<file path="src/rtl/abacus_pkg.sv">
// Shared definitions for the ABACUS dump master: FSM states, register offsets
// and the counter address helper.
package abacus_pkg;

    typedef enum logic [2:0] {
        ST_IDLE,
        ST_RD_REQ,
        ST_PUSH,
        ST_CLR_OFF,
        ST_CLR_ON,
        ST_FINISH
    } dump_state_e;

    localparam logic [31:0] ABACUS_OFS_ENABLE    = 32'h0000_0004;
    localparam logic [31:0] ABACUS_OFS_CACHE_EN  = 32'h0000_0008;
    localparam logic [31:0] ABACUS_OFS_FIRST_CNT = 32'h0000_000C;

    // Byte address of counter word idx; wraps modulo 2^32.
    function automatic logic [31:0] word_addr(input logic [31:0] base,
                                              input logic [31:0] ofs,
                                              input logic [7:0]  idx);
        return base + ofs + {22'b0, idx, 2'b00};
    endfunction

endpackage

</file>
<file path="src/rtl/abacus_wb_timeout.sv">
// Loadable down-counter bounding how long a Wishbone cycle may wait for ack.
// Expired once the count has run down to zero.
module abacus_wb_timeout #(
    parameter int unsigned WIDTH = 8
) (
    input  logic             clk,
    input  logic             rst,
    input  logic             load_i,
    input  logic             en_i,
    input  logic [WIDTH-1:0] load_val_i,
    output logic             expired_o
);

    logic [WIDTH-1:0] cnt_q, cnt_d;

    always_comb begin
        cnt_d = cnt_q;
        if (load_i)
            cnt_d = load_val_i;
        else if (en_i && (cnt_q != '0))
            cnt_d = cnt_q - 1'b1;
    end

    always_ff @(posedge clk or negedge rst) begin
        if (!rst) cnt_q <= '0;
        else      cnt_q <= cnt_d;
    end

    assign expired_o = (cnt_q == '0);

endmodule

</file>
<file path="src/rtl/abacus_dump_master.sv">
// Wishbone classic initiator that dumps a window of ABACUS counters onto a
// valid/ready stream. Define ABACUS_DUMP_TIMEOUT_EN to enable the ack timeout.
module abacus_dump_master
    import abacus_pkg::*;
#(
    parameter logic [31:0] ABACUS_BASE_ADDR = 32'hf003_0000,
    parameter logic [31:0] FIRST_OFFSET     = ABACUS_OFS_FIRST_CNT,
    parameter int unsigned NUM_WORDS        = 11,
    parameter bit          CLEAR_AFTER_DUMP = 1'b0,
    parameter logic [31:0] CTRL_OFFSET      = ABACUS_OFS_ENABLE,
    parameter int unsigned TIMEOUT_CYCLES   = 255
) (
    input  logic        clk,
    input  logic        rst,
    input  logic        start,
    output logic        busy,
    output logic        done,
    output logic        err,
    output logic        wb_cyc,
    output logic        wb_stb,
    output logic        wb_we,
    output logic [31:0] wb_adr,
    output logic [31:0] wb_dat_o,
    input  logic [31:0] wb_dat_i,
    input  logic        wb_ack,
    output logic [31:0] m_data,
    output logic [7:0]  m_index,
    output logic        m_valid,
    input  logic        m_ready
);

    if (NUM_WORDS < 1 || NUM_WORDS > 255) begin : g_bad_num_words
        $error("abacus_dump_master: NUM_WORDS must be in 1..255");
    end
    if (TIMEOUT_CYCLES < 1) begin : g_bad_timeout
        $error("abacus_dump_master: TIMEOUT_CYCLES must be at least 1");
    end

    localparam logic [7:0]  LAST_IDX = 8'(NUM_WORDS - 1);
    localparam logic [31:0] CTRL_ADR = ABACUS_BASE_ADDR + CTRL_OFFSET;

    dump_state_e state_q, state_d;
    logic [7:0]  idx_q, idx_d;
    logic        cyc_q, cyc_d, stb_q, stb_d, we_q, we_d;
    logic [31:0] adr_q, adr_d, dat_q, dat_d, mdata_q, mdata_d;
    logic        mvalid_q, mvalid_d, busy_q, busy_d, done_q, done_d, err_q, err_d;
    logic        bus_ack, bus_issue, tmo_expired, abort;

    // Ack only counts while our own strobe is up.
    assign bus_ack   = cyc_q & stb_q & wb_ack;
    assign bus_issue = !cyc_q && (state_q inside {ST_RD_REQ, ST_CLR_OFF, ST_CLR_ON});

`ifdef ABACUS_DUMP_TIMEOUT_EN
    localparam int unsigned TW = (TIMEOUT_CYCLES > 1) ? $clog2(TIMEOUT_CYCLES) : 1;

    // Loaded as the cycle starts, so cyc stays up for exactly TIMEOUT_CYCLES.
    abacus_wb_timeout #(.WIDTH(TW)) u_timeout (
        .clk        (clk),
        .rst        (rst),
        .load_i     (bus_issue),
        .en_i       (cyc_q & ~wb_ack),
        .load_val_i (TW'(TIMEOUT_CYCLES - 1)),
        .expired_o  (tmo_expired)
    );
`else
    assign tmo_expired = 1'b0;
`endif

    always_comb begin
        state_d  = state_q;
        idx_d    = idx_q;
        cyc_d    = cyc_q;
        stb_d    = stb_q;
        we_d     = we_q;
        adr_d    = adr_q;
        dat_d    = dat_q;
        mdata_d  = mdata_q;
        mvalid_d = mvalid_q;
        busy_d   = busy_q;
        done_d   = 1'b0;
        err_d    = 1'b0;
        abort    = 1'b0;

        unique case (state_q)
            ST_IDLE: begin
                if (start) begin
                    state_d = ST_RD_REQ;
                    idx_d   = '0;
                    busy_d  = 1'b1;
                end
            end
            ST_RD_REQ: begin
                if (bus_issue) begin
                    cyc_d = 1'b1;
                    stb_d = 1'b1;
                    we_d  = 1'b0;
                    dat_d = '0;
                    adr_d = word_addr(ABACUS_BASE_ADDR, FIRST_OFFSET, idx_q);
                end else if (bus_ack) begin
                    cyc_d    = 1'b0;
                    stb_d    = 1'b0;
                    mdata_d  = wb_dat_i;
                    mvalid_d = 1'b1;
                    state_d  = ST_PUSH;
                end else if (tmo_expired) begin
                    abort = 1'b1;
                end
            end
            ST_PUSH: begin
                if (m_ready) begin
                    mvalid_d = 1'b0;
                    if (idx_q == LAST_IDX) begin
                        if (CLEAR_AFTER_DUMP) begin
                            state_d = ST_CLR_OFF;
                        end else begin
                            state_d = ST_FINISH;
                            busy_d  = 1'b0;
                            done_d  = 1'b1;
                        end
                    end else begin
                        idx_d   = idx_q + 8'd1;
                        state_d = ST_RD_REQ;
                    end
                end
            end
            ST_CLR_OFF, ST_CLR_ON: begin
                if (bus_issue) begin
                    cyc_d = 1'b1;
                    stb_d = 1'b1;
                    we_d  = 1'b1;
                    adr_d = CTRL_ADR;
                    dat_d = (state_q == ST_CLR_ON) ? 32'd1 : 32'd0;
                end else if (bus_ack) begin
                    cyc_d = 1'b0;
                    stb_d = 1'b0;
                    we_d  = 1'b0;
                    dat_d = '0;
                    if (state_q == ST_CLR_OFF) begin
                        state_d = ST_CLR_ON;
                    end else begin
                        state_d = ST_FINISH;
                        busy_d  = 1'b0;
                        done_d  = 1'b1;
                    end
                end else if (tmo_expired) begin
                    abort = 1'b1;
                end
            end
            ST_FINISH: state_d = ST_IDLE;
            default:   state_d = ST_IDLE;
        endcase

        // Timeout: abandon the rest of the dump, including any clear.
        if (abort) begin
            cyc_d   = 1'b0;
            stb_d   = 1'b0;
            we_d    = 1'b0;
            dat_d   = '0;
            busy_d  = 1'b0;
            done_d  = 1'b1;
            err_d   = 1'b1;
            state_d = ST_IDLE;
        end
    end

    always_ff @(posedge clk or negedge rst) begin
        if (!rst) begin
            state_q  <= ST_IDLE;
            idx_q    <= '0;
            cyc_q    <= 1'b0;
            stb_q    <= 1'b0;
            we_q     <= 1'b0;
            adr_q    <= '0;
            dat_q    <= '0;
            mdata_q  <= '0;
            mvalid_q <= 1'b0;
            busy_q   <= 1'b0;
            done_q   <= 1'b0;
            err_q    <= 1'b0;
        end else begin
            state_q  <= state_d;
            idx_q    <= idx_d;
            cyc_q    <= cyc_d;
            stb_q    <= stb_d;
            we_q     <= we_d;
            adr_q    <= adr_d;
            dat_q    <= dat_d;
            mdata_q  <= mdata_d;
            mvalid_q <= mvalid_d;
            busy_q   <= busy_d;
            done_q   <= done_d;
            err_q    <= err_d;
        end
    end

    assign busy     = busy_q;
    assign done     = done_q;
    assign err      = err_q;
    assign wb_cyc   = cyc_q;
    assign wb_stb   = stb_q;
    assign wb_we    = we_q;
    assign wb_adr   = adr_q;
    assign wb_dat_o = dat_q;
    assign m_data   = mdata_q;
    assign m_index  = idx_q;
    assign m_valid  = mvalid_q;

endmodule

</file>
<file path="config.mk">
export PLATFORM = sky130hd
export DESIGN_NAME = abacus_dump_master
export DESIGN_NICKNAME = d
export VERILOG_FILES = /design/src/rtl/abacus_pkg.sv /design/src/rtl/abacus_wb_timeout.sv /design/src/rtl/abacus_dump_master.sv
export SDC_FILE = /design/constraint.sdc
export NUM_CORES = 1
export LEC_CHECK = 0
export ABC_AREA = 0
export CORE_ASPECT_RATIO = 1.75
export CORE_UTILIZATION = 45
export DETAILED_ROUTE_END_ITERATION = 6
export PLACE_DENSITY = 0.86
export SYNTH_ARGS = -nofsm -noshare
export SYNTH_HDL_FRONTEND = slang
export SYNTH_SLANG_ARGS = --single-unit
</file>
<file path="constraint.sdc">
create_clock -name clk -period 3.1 [get_ports clk]
set_input_delay 0.62 -clock clk [delete_from_list [all_inputs] [get_ports clk]]
set_output_delay 0.62 -clock clk [all_outputs]
set_load 0.01 [all_outputs]
</file>
==> flow_metrics.py <==
metrics = {
    "placement": {
        "port-buffer-count": 98,
        "dpl.hpwl_um": 5080,
        "gp_congestion": 0.872,
    },
    "critical_path": {
        "reg2reg_depth": 3,
        "critical_path_class": "register to register",
        "cp_max_fo": 15,
        "reg2reg_from": "state_q[2]",
        "rr_endpoint": "wb_adr[5]",
        "end_kind": "register",
        "arrival_ns": 2.36,
        "reg2reg_slack_ns": 0.95,
        "startpoint_type": "register",
        "cp.required_ns": 3.31,
    },
    "synth": {
        "synth-async-reset-ratio_pct": 100,
        "ys_seq_area_share_pct": 46.3,
        "synth_edf_count": 0,
        "yosysTopAreaCell": "dfrtp_1",
        "postSynthCellCount": 293,
        "ys_ff_latch": 59,
        "synth-main-ff-cell": "dfrtp_1",
        "synth_top_area_share_pct": 46.3,
        "syn-cell-area_um2": 3190,
        "syn-mean-instance-area_um2": 10.9,
        "synthTopCellsByArea": "dfrtp_1, buf_4, mux2_2, nand2_1, o31ai_1",
        "yosysWarnings": 0,
        "synthDistinctLibCells": 52,
        "synth_most_common_cell": "dfrtp_1",
        "synth_commonest_cells": "dfrtp_1, buf_4, mux2_2, nand2_1",
    },
    "clocking": {
        "post_cts_buffers": 0,
        "tritoncts": "yes",
        "htreeDepth": 3,
        "post_cts_resized": 0,
        "cts_sinks": 59,
        "cts_root_buf": "clkbuf_16",
        "clk_path_buf_depth": 2,
        "clk_transition_reported_paths_ns": 0.05,
        "clk_latency_ns": 0.32,
        "cts_made_buffers": 9,
        "cts-hold-fix-buffers": 0,
    },
    "sta": {
        "finalHoldViolations": 0,
        "tightest_slew_ns": 0.959,
        "setup_viol": 0,
        "relSlewSlack_pct": 35.6,
        "clock_skew_ns": 0.00223,
        "period_minus_slack_ns": 2.15,
        "fmax_ghz": 0.465,
        "rsz0062_at_grt": "false",
        "fin_tns_setup_ns": 0,
        "period_share_pct": 69.3,
        "slew_violations": 0,
    },
    "drt": {
        "viasPerCell": 5.13,
        "drt-total-wl_um": 7100,
        "num_vias": 2419,
        "ant_nets": 0,
        "dr.pass1.iters": 4,
        "route.detailed.drc": 0,
        "drt-initial-drc-count": 142,
        "wl_per_cell_um": 15.0,
    },
    "floorplan": {
        "die_area_um2": 7450,
        "core_um2": 6860,
        "initial_core_util_pct": 46.6,
        "die_h_um": 113,
        "dieWidth_um": 65.7,
        "std_cell_rows": 40,
        "ios": 148,
    },
    "run_status": {
        "status": "finished, final reports clean",
    },
    "grt": {
        "grt_overflow": 0,
        "grt_first_pass_wirelength_um": 11200,
        "antenna_found_initial": 0,
        "grt_usage_pct": 20.3,
        "grt_pass1_vias": 2303,
        "grt_start_max_net_pins": 43,
    },
    "job": {
        "maxCapViolCount": 0,
    },
    "layout": {
        "drive_gt1_share_pct": 13.9,
        "diodes": 0,
        "layout.nets": 424,
        "area_growth_pct": 32.8,
    },
    "min_path": {
        "hp-class": "input port to asynchronous set/reset pin",
    },
    "power": {
        "ir_drop_mv": 0.434,
        "leakagePower_nw": 1.86,
        "powerDensity_nw_per_um2": 887,
        "p_total_w": 0.00376,
    },
}
-- worst max-delay path by stage --
stage | from | end | slack [ns]
after floorplan | m_index[0] | m_index[7] | 1.01
final | state_q[2] | wb_adr[5] | 0.95
after CTS | m_index[0] | m_index[0] | 0.96
after global routing | state_q[2] | wb_adr[5] | 0.76
after detailed placement | wb_ack | m_data[26] | 0.66
after global placement | wb_ack | m_data[26] | 0.72
-- through the flow --
| step | utilization [%] | cell area (µm²) | hold slack (ns) | cells | setup slack, ns |
|---|---|---|---|---|---|
| floorplan | - | 3370 | 0.324 | 341 | 1.01 |
| global placement | 57.7 | 3960 | 0.458 | 457 | 0.718 |
| detailed placement | 57.7 | 3960 | 0.474 | 457 | 0.657 |
| CTS | 61.8 | 4240 | 0.222 | 472 | 0.955 |
| global route | 61.8 | 4240 | 0.239 | 472 | 0.759 |
| finish | 61.8 | 4240 | 0.224 | 472 | 0.950 |
-- report_power, final --
part           total (W)  switching [W]  internal [W]
Clock           0.000945       0.000332      0.000613
Combinational    0.00151       0.000647      0.000861
Sequential       0.00131       0.000249       0.00106
Total            0.00376        0.00123       0.00253
-- final cells by class --
class	instances	area [µm²]
flip-flops and latches	59	1480
fillers	555	2620
inverters	8	30.0
clock inverters	5	55.1
multi-input cells	205	1350
repair buffers	101	998
well taps	84	105
clock buffers	10	229
-- routing by layer --
metal / vias up / GRT usage, % / routed length (µm) / part of all wire, %
li1: 1103 / - / - / -
met1: 1177 / 20.9 / 2500 / 35
met2: 128 / 36.4 / 3950 / 56
met3: 11 / 4.90 / 478 / 6.7
met4: 0 / 11.0 / 170 / 2.4
met5: - / 0 / 0 / 0
-- registers in the layout, indices dropped and copies added, names as in the netlist --
register,flops
m_valid,1
state_q,3
m_index,8
wb_adr,10
m_data,32
busy,1
wb_we,1
wb_dat_o,1
done,1
wb_stb,1
-- placed cells by master, fill, tap and decap left out, drive strengths merged, types with 2 or more instances in the layout --
master,Yosys,final
nand4,3,3
nor2b,2,2
dfrtp,59,59
nor2,9,9
clkbuf,4,10
nand3,7,7
a21boi,2,2
o22ai,3,3
ha,3,3
nand2b,2,2
nor3b,2,2
and3,4,4
xor2,3,3
mux2i,3,3
clkinv,0,2
o31ai,8,8
a22o,4,4
a31oi,2,2
a21o,2,2
xnor2,3,3
inv,8,8
clkdlybuf4s50,0,97
or2,2,2
nand2,18,18
and2,2,2
a21oi,8,8
and4,2,2
o21ai,10,10
or4,3,3
clkinvlp,0,2
conb,1,49
buf,65,4
mux2,33,33
or3,2,2
-- cells by family (layout without fill, tap and decap cells) --
family	after synthesis	after routing	share of synthesized area (%)
AOI/OAI and AO/OA	47	47	9.84
xor gates and xnor gates	6	6	1.65
adders and majority gates	3	3	1.18
buffers and inverters	77	124	17.2
DFF	59	59	46.3
muxes	36	36	12.6
other	1	49	0.117
and+or+nand+nor	64	64	11.2
-- worst max-delay path, stage by stage, from the launching register on --
cell,delay (ns)
dfrtp_1,0.60
nor3b_1,0.58
o21ai_1,0.45
o31ai_1,0.41
Power figures use the tool's default switching activity.
